==> src/rtl/uart_pkg.sv <==
// uart_pkg: shared UART state encoding and baud divider helper
package uart_pkg;
  typedef enum logic [2:0] {IDLE, START, DATA, STOP, BREAK} state_e;
  localparam int OS_DEFAULT = 16;
  function automatic int baud_div(input int clk_hz, input int baud, input int os);
    return (clk_hz / (baud * os) < 1) ? 1 : clk_hz / (baud * os);
  endfunction
endpackage

==> src/rtl/uart_baud_tick.sv <==
// uart_baud_tick: free-running divider emitting a one-cycle tick every DIV clocks
module uart_baud_tick #(
  parameter int DIV = 1
) (
  input  logic clk,
  input  logic rst_n,
  input  logic restart,
  output logic tick
);
  localparam int W = DIV > 1 ? $clog2(DIV) : 1;
  logic [W-1:0] cnt_q;
  assign tick = cnt_q == W'(DIV - 1);
  always_ff @(posedge clk or negedge rst_n)
    if (!rst_n) cnt_q <= '0;
    else cnt_q <= (restart || tick) ? '0 : cnt_q + 1'b1;
endmodule

==> src/rtl/uart_rx_framer.sv <==
// uart_rx_framer: oversampling 8N1 receiver with a one-entry valid/ready holding register
module uart_rx_framer
  import uart_pkg::*;
#(
  parameter int CLK_HZ     = 50_000_000,
  parameter int BAUD       = 115_200,
  parameter int OVERSAMPLE = OS_DEFAULT,
  parameter int DATA_BITS  = 8
) (
  input  logic                 clk,
  input  logic                 rst_n,
  input  logic                 rxd,
  output logic [DATA_BITS-1:0] rx_data,
  output logic                 rx_valid,
  input  logic                 rx_ready,
  output logic                 frame_err,
  output logic                 overrun,
  output logic                 busy
);
  localparam int SW = $clog2(OVERSAMPLE);
  localparam int BW = $clog2(DATA_BITS + 1);
  localparam logic [SW-1:0] S_HALF = SW'(OVERSAMPLE / 2 - 1);
  localparam logic [SW-1:0] S_FULL = SW'(OVERSAMPLE - 1);
  logic [1:0] sync_q;
  logic rxs, tick, restart, deliver_q, frame_err_q, load, xfer;
  state_e state_q;
  logic [SW-1:0] s_q;
  logic [BW-1:0] bit_q;
  logic [DATA_BITS-1:0] sh_q, rx_data_q, rx_data_d;
  logic rx_valid_q, rx_valid_d, overrun_q, overrun_d;
  assign rxs = sync_q[1];
  assign restart = state_q == IDLE && !rxs;
  uart_baud_tick #(.DIV(baud_div(CLK_HZ, BAUD, OVERSAMPLE))) u_tick (
    .clk(clk), .rst_n(rst_n), .restart(restart), .tick(tick)
  );
  // Shift right so the first (LSB) line bit ends up at bit 0 after DATA_BITS samples.
  always_ff @(posedge clk or negedge rst_n)
    if (!rst_n) begin
      sync_q      <= 2'b11;
      state_q     <= IDLE;
      s_q         <= '0;
      bit_q       <= '0;
      sh_q        <= '0;
      deliver_q   <= 1'b0;
      frame_err_q <= 1'b0;
    end else begin
      sync_q      <= {sync_q[0], rxd};
      deliver_q   <= 1'b0;
      frame_err_q <= 1'b0;
      case (state_q)
        IDLE: if (!rxs) begin
          state_q <= START;
          s_q     <= '0;
        end
        START: if (tick) begin
          if (s_q == S_HALF) begin
            state_q <= rxs ? IDLE : DATA;
            s_q     <= '0;
            bit_q   <= '0;
          end else s_q <= s_q + 1'b1;
        end
        DATA: if (tick) begin
          if (s_q == S_FULL) begin
            sh_q  <= {rxs, sh_q[DATA_BITS-1:1]};
            bit_q <= bit_q + 1'b1;
            s_q   <= '0;
            if (bit_q == BW'(DATA_BITS - 1)) state_q <= STOP;
          end else s_q <= s_q + 1'b1;
        end
        STOP: if (tick) begin
          if (s_q == S_FULL) begin
            deliver_q   <= rxs;
            frame_err_q <= !rxs;
            state_q     <= rxs ? IDLE : BREAK;
            s_q         <= '0;
          end else s_q <= s_q + 1'b1;
        end
        BREAK: if (rxs) state_q <= IDLE;
        default: state_q <= IDLE;
      endcase
    end
  assign xfer = rx_valid_q && rx_ready;
  assign load = deliver_q && (!rx_valid_q || rx_ready);
  always_comb begin
    rx_valid_d = load || (rx_valid_q && !xfer);
    rx_data_d  = load ? sh_q : rx_data_q;
    overrun_d  = (deliver_q && !load) || (overrun_q && !xfer);
  end
  always_ff @(posedge clk or negedge rst_n)
    if (!rst_n) begin
      rx_data_q  <= '0;
      rx_valid_q <= 1'b0;
      overrun_q  <= 1'b0;
    end else begin
      rx_data_q  <= rx_data_d;
      rx_valid_q <= rx_valid_d;
      overrun_q  <= overrun_d;
    end
  assign rx_data   = rx_data_q;
  assign rx_valid  = rx_valid_q;
  assign overrun   = overrun_q;
  assign frame_err = frame_err_q;
  assign busy      = state_q != IDLE;
endmodule

==> config.mk <==
export PLATFORM = sky130hd
export DESIGN_NAME = uart_rx_framer
export DESIGN_NICKNAME = d
export VERILOG_FILES = /design/src/rtl/uart_pkg.sv /design/src/rtl/uart_baud_tick.sv /design/src/rtl/uart_rx_framer.sv
export SDC_FILE = /design/constraint.sdc
export NUM_CORES = 1
export LEC_CHECK = 0
export BUFFER_PORTS_ARGS = -buffer_cell sky130_fd_sc_hd__buf_2
export CAP_MARGIN = 30
export CORE_ASPECT_RATIO = 0.75
export CORE_MARGIN = 2
export CORE_UTILIZATION = 57
export DETAILED_ROUTE_END_ITERATION = 8
export GPL_TIMING_DRIVEN = 0
export MAX_ROUTING_LAYER = met4
export PLACE_DENSITY_LB_ADDON = 0.25
export REMOVE_ABC_BUFFERS = 1
export SETUP_SLACK_MARGIN = 0.1
export SYNTH_ARGS = -nofsm -noshare
export SYNTH_HDL_FRONTEND = slang
export SYNTH_SLANG_ARGS = --single-unit
==> constraint.sdc <==
create_clock -name clk -period 1.9 [get_ports clk]
set_input_delay 0.19 -clock clk [delete_from_list [all_inputs] [get_ports clk]]
set_output_delay 0.19 -clock clk [all_outputs]
set_load 0.005 [all_outputs]
Yosys cells after proc, flatten, opt, wreduce, memory -nomap -nowiden
Index checks and enable logic that the tools add are counted.

Add/sub/neg operators: 3. Equality and inequality tests: 18. Mux-type cells: 30. Reduce and logical (&&, ||, !) cells: 23.

Operators by type and width (count): two-way mux 4 bit (9); two-way mux 3 bit (10); one-hot mux 3 bit (5 select lines) (1); inequality test 2 bit, second input constant (6); one-hot mux 4 bit (3 select lines) (1); AND reduction 9 bit (1); adder 4 x 1 -> 4 bit, second input constant (2); == test 4 x 3 -> 1 bit, second input constant (2); inequality test 2 x 1 -> 1 bit, second input constant (4); one-hot mux 4 bit (2 select lines) (1); == test 3 x 2 -> 1 bit, second input constant (2); logical AND 1 bit (6); two-way mux 1 bit (6); nonzero test 3 bit (2); adder 5 x 1 -> 5 bit, second input constant (1); == test 5 bit, second input constant (1); two-way mux 5 bit (1); AND reduction 5 bit (1); == test 4 bit, second input constant (1); logical NOT 1 bit (4); logical OR 1 bit (4); AND reduction 4 bit (1); == test 3 x 1 -> 1 bit, second input constant (1); == test 3 bit, second input constant (1); other kinds (5) (5).

Register bits after elaboration: 38. Bits of input ports: 4. Word-level logic and storage cells: 85.

Longest topological paths before layout
Word-level depth: 6. Depth in mapped cells: 7.

Modules after synthesis
Synthesis repeated with hierarchy kept, for this count alone.

Cells, all modules: 149. Area total of the unflattened synthesis: 1757.9 sq um.

Modules (own cells, without submodules): uart_rx_framer (instances 1, cells each 127, area each 1473.9 sq um); uart_baud_tick (instances 1, cells each 22, area each 284.0 sq um).

Least setup slack after synthesis
Ideal clock, no wire load.

Path type: register to register. Start: register state_q[0]. End: register sh_q[0]. Setup time: 0.125 ns. Arrival: 1.553 ns. Data required time: 1.775 ns. Path slack: 0.222 ns. Cell stages (with the launch flop): 6. Buffers on the path: 2. Cells stage by stage: dfrtp_1 -> buf_4 -> or3b_4 -> nor3_2 -> buf_6 -> mux2_2.

Cells in the longest elaborated chain, start to end: 2.

RTL lines: start, declared (RTL line uart_rx_framer.sv:26) `state_e state_q;`; start signal, assigned (RTL line uart_rx_framer.sv:57) `state_q <= rxs ? IDLE : DATA;`; start signal, assigned (RTL line uart_rx_framer.sv:74) `state_q <= rxs ? IDLE : BREAK;`; == test 3 x 2 -> 1 bit (RTL line uart_rx_framer.sv:50) `case (state_q)`; AND reduction 3 bit (no line); end signal, assigned (RTL line uart_rx_framer.sv:64) `sh_q <= {rxs, sh_q[DATA_BITS-1:1]};`; end, declared (RTL line uart_rx_framer.sv:29) `logic [DATA_BITS-1:0] sh_q, rx_data_q, rx_data_d;`.

No other way between the ends. A chain may end at the register's enable or synchronous reset.

Final worst setup path
Start: register u_tick.cnt_q[0]. End: register sh_q[3].

Cells in the longest elaborated chain, start to end: 2.

RTL lines: start, declared (RTL line uart_baud_tick.sv:11) `logic [W-1:0] cnt_q;`; start signal, assigned (RTL line uart_baud_tick.sv:15) `else cnt_q <= (restart || tick) ? '0 : cnt_q + 1'b1;`; == test 5 bit (RTL line uart_baud_tick.sv:12) `assign tick = cnt_q == W'(DIV - 1);`; AND reduction 3 bit (no line).

No other way between the ends.

==> results_dict.tcl <==
set metrics [dict create \
    report.final.slew_viol_count 0 \
    layout_skew_ns 0.00388 \
    post-dp-hpwl_mm 1.97 \
    die_area_um2 3400 \
    r2r-start "u_tick.cnt_q[0]$_DFF_PN0_" \
    post-place-cells 186 \
    multi_input_area_um2 684 \
    nNetsFinal 177 \
    critPathArrivalTime_ns 1.99 \
    finalWirelength_mm 3.23 \
    num_io_pins 16 \
    routabilityCongestion 0.736 \
    routed-via-count 1197 \
    drt-pass1-iter-count 4 \
    global_route.overflow_total 0 \
    fraction_of_final_layout_cells_sized_beyond_drive_strength_1_pct 37.6 \
    global_route.usage.total_pct 21.7 \
    clk_latency_ns 0.29 \
    critPathMaxStageDelay_ns 0.38 \
    timing.final.hold_violations 4 \
    i_o_buffers 15 \
    run_status "finished with violations" \
    power.ir.vdd_worst_mv 0.572 \
    vias_in_the_first_global_route 1142 \
    cpMaxStageDelayCell "dfrtp_1" \
    grt_start_max_net_pins 39 \
    end_kind "flip-flop" \
    die_y_um 51.0 \
    synthesis.area_um2 1680 \
    routedWlPerCell_um 15.5 \
    cts.reportedPaths.clkPinSlew_ns 0.07 \
    start_util_pct 58.5 \
    remaining_drc_errors 0 \
    maxCapViolCount 0 \
    clockBufferDepth 2 \
    synth_cells 139 \
    r2r-end "sh_q[3]$_DFFE_PN0P_" \
    final.min_clock_period_ns 1.82 \
    r2r_cells 7 \
    cts_num_sinks 38 \
    ys_types 35 \
    cp.buffers_inverters 3 \
    postSynthRegisterBits 38 \
    failed_checks "hold timing" \
    timing.setup.critical_path_class "flip-flop to flip-flop" \
    setup-tns-final_ns 0 \
    core_box_area_um2 2870 \
    layout.filler_cells 211 \
    cp-start-kind "flip-flop" \
    clockRootBuffer "clkbuf_8" \
    n_antenna_cell 0 \
    min_period_over_period_pct 95.6 \
    worst_slew_pin_tran_ns 0.824 \
    critical-path-top-delay-family "buffers and inverters" \
    worstPathMaxFanout 6 \
    required_ns 2.07 \
    relSlewSlack_pct 45.1 \
    cp_cell_sequence "inv_1 -> ha_1 -> nand4b_1 -> buf_4 -> nor3_4 -> buf_6 -> mux2_2" \
    grt_setup_unrepaired "yes" \
    detail_route.iter0.violations 64 \
    area.growth.synth_to_final_pct 18.2 \
    setup.reg_to_reg.worst_slack_ns 0.08 \
    power.density_cell_area_nw_per_um2 701 \
    cts-htree-levels 2 \
    max_freq_ghz 0.550 \
    row_count 17 \
    tritoncts "done" \
    total_leakage_power_nw 0.968 \
    die_w_um 66.7 \
    finish.cell_count_without_fillers 208 \
    synthesis_warning_total 0 \
    seqCellArea_um2 958 \
    holdCritPathClass "input pin to async pin" \
    yosysSeqAreaShare_pct 56.7 \
    fin_worst_hold_slack_ns -0.00655 \
    grt_first_pass_wirelength_mm 5.04 \
    avgSynthCellArea_um2 12.1 \
    cts_buffers 5 \
    initial_antenna_violation_count 0 \
    antenna_left 0 \
    detail_routed_via_count_per_cell 5.75 \
    final-setup-viol-count 0 \
]
==> layout make-up <==
type	count	share of cell area, %
clock buffers	8	4.54
inverters	4	0.756
multi-input cells	91	34.5
flip-flops and latches	38	48.3
well taps	38	2.39
repair buffers	29	9.58
==> cell usage after synthesis <==
master	instances	share of area, %
a2111o_1	1	0.67
a211oi_1	1	0.45
a21o_1	2	0.89
a21o_2	1	0.52
a21oi_1	7	2.1
a22o_1	3	1.6
a22o_2	2	1.2
buf_4	1	0.45
buf_6	2	1.3
clkbuf_1	3	0.67
dfrtp_1	36	54
dfstp_2	2	3.1
ha_1	4	3.0
inv_1	4	0.89
mux2_2	17	11
mux2i_1	1	0.60
nand2_1	4	0.89
nand2b_1	2	0.74
nand3_1	7	2.1
nand3b_1	2	0.89
nand4b_1	2	1.0
nor2_1	14	3.1
nor2b_1	1	0.37
nor3_1	3	0.89
nor3_2	1	0.60
nor4_1	1	0.37
nor4b_1	1	0.52
o21ai_0	4	1.2
o21bai_1	1	0.45
o22ai_1	2	0.74
or3_1	1	0.37
or3b_1	2	1.0
or3b_4	1	0.67
xnor2_1	1	0.52
xor2_1	2	1.0
==> per-stage QoR <==
| stage | total power [mW] | worst slack [ns] | instance area [µm²] | hold slack (ns) | util (%) |
|---|---|---|---|---|---|
| after floorplan | 0.832 | -0.121 | 1640 | -0.106 | - |
| after global placement | 0.851 | -0.474 | 1760 | 0.297 | 61.4 |
| after detailed placement | 0.851 | -0.518 | 1760 | 0.297 | 61.4 |
| after CTS | 1.41 | 0.120 | 1940 | 0.0144 | 67.5 |
| after global routing | 1.44 | 0.0489 | 1990 | 0.0604 | 69.2 |
| final | 1.39 | 0.0827 | 1990 | -0.00655 | 69.2 |
==> cells by family after synthesis <==
logic type               count (synthesis)  synth area share (%)
AO/OA/AOI/OAI                           24                  9.75
XOR/XNOR                                 3                  1.56
adder cells (fa/ha/maj)                  4                  2.98
buffers and inverters                   10                  3.35
flip-flops                              38                  56.7
multiplexers                            18                  12.0
AND/OR/NAND/NOR                         42                  13.6
==> how the worst max path moves through the flow <==
stage | end | cells after the start | startpoint | slack [ns]
3_3_place_gp | sh_q[6]$_DFFE_PN0P_ | 5 | u_tick.cnt_q[0]$_DFF_PN0_ | -0.47
4_1_cts | sh_q[3]$_DFFE_PN0P_ | 4 | state_q[2]$_DFFE_PN0P_ | 0.12
2_1_floorplan | sh_q[0]$_DFFE_PN0P_ | 5 | u_tick.cnt_q[0]$_DFF_PN0_ | -0.12
6_report | sh_q[3]$_DFFE_PN0P_ | 7 | u_tick.cnt_q[0]$_DFF_PN0_ | 0.08
3_5_place_dp | sh_q[3]$_DFFE_PN0P_ | 5 | u_tick.cnt_q[0]$_DFF_PN0_ | -0.52
5_1_grt | sh_q[3]$_DFFE_PN0P_ | 4 | state_q[2]$_DFFE_PN0P_ | 0.05
==> per-layer routing <==
metal	GRT usage [%]	vias to the layer above	wire, µm
met2	35.3	29	1670
met4	13.6	0	99
li1	-	556	-
met1	24.1	599	1360
met5	-	-	0
met3	5.29	13	104
==> power by group <==
part           internal, mW  total, mW  switching (mW)
clock network         0.295      0.555           0.260
registers             0.813      0.816         0.00297
logic               0.00448     0.0210          0.0165
==> worst reg2reg max path, cell delays in order (launching register included) <==
cell,delay (ns)
dfrtp_1,0.38
inv_1,0.07
ha_1,0.14
nand4b_1,0.23
buf_4,0.23
nor3_4,0.16
buf_6,0.16
mux2_2,0.34
==> cell usage in the layout (no fill, tap or decap), types with 2 or more instances in the layout <==
cell,instances
a22o_1,3
buf_2,15
buf_6,2
nand3_1,6
buf_4,11
dfrtp_2,4
nor3_1,3
a21oi_1,7
o21ai_0,3
clkbuf_8,6
nor2_1,14
a22o_2,2
inv_1,4
a21o_1,2
dfrtp_1,32
xor2_1,2
dfstp_2,2
nand2b_1,2
or3b_4,2
clkbuf_1,2
mux2_2,17
ha_1,4
nand2_1,4
nand4b_1,2
nand3b_1,2
o22ai_1,2
==> sequential cells by signal, indices dropped and copies added (netlist names) <==
| name | count |
|---|---|
| rx_data | 8 |
| sh_q | 8 |
| u_tick.cnt_q | 5 |
| bit_q | 4 |
| s_q | 4 |
| state_q | 3 |
| sync_q | 2 |
| deliver_q | 1 |
| frame_err | 1 |
| overrun | 1 |
| rx_valid | 1 |
==> repair_timing <==
action                                  in CTS  in global routing
resized for setup                            4                  6
endpoints found under the setup margin      12                 13
hold buffers                                 1                  0
hold endpoints to repair                     1                  0
pin swaps                                    1                  1
setup buffers                                9                  4
Note: power is estimated with default switching activity, not from simulation.
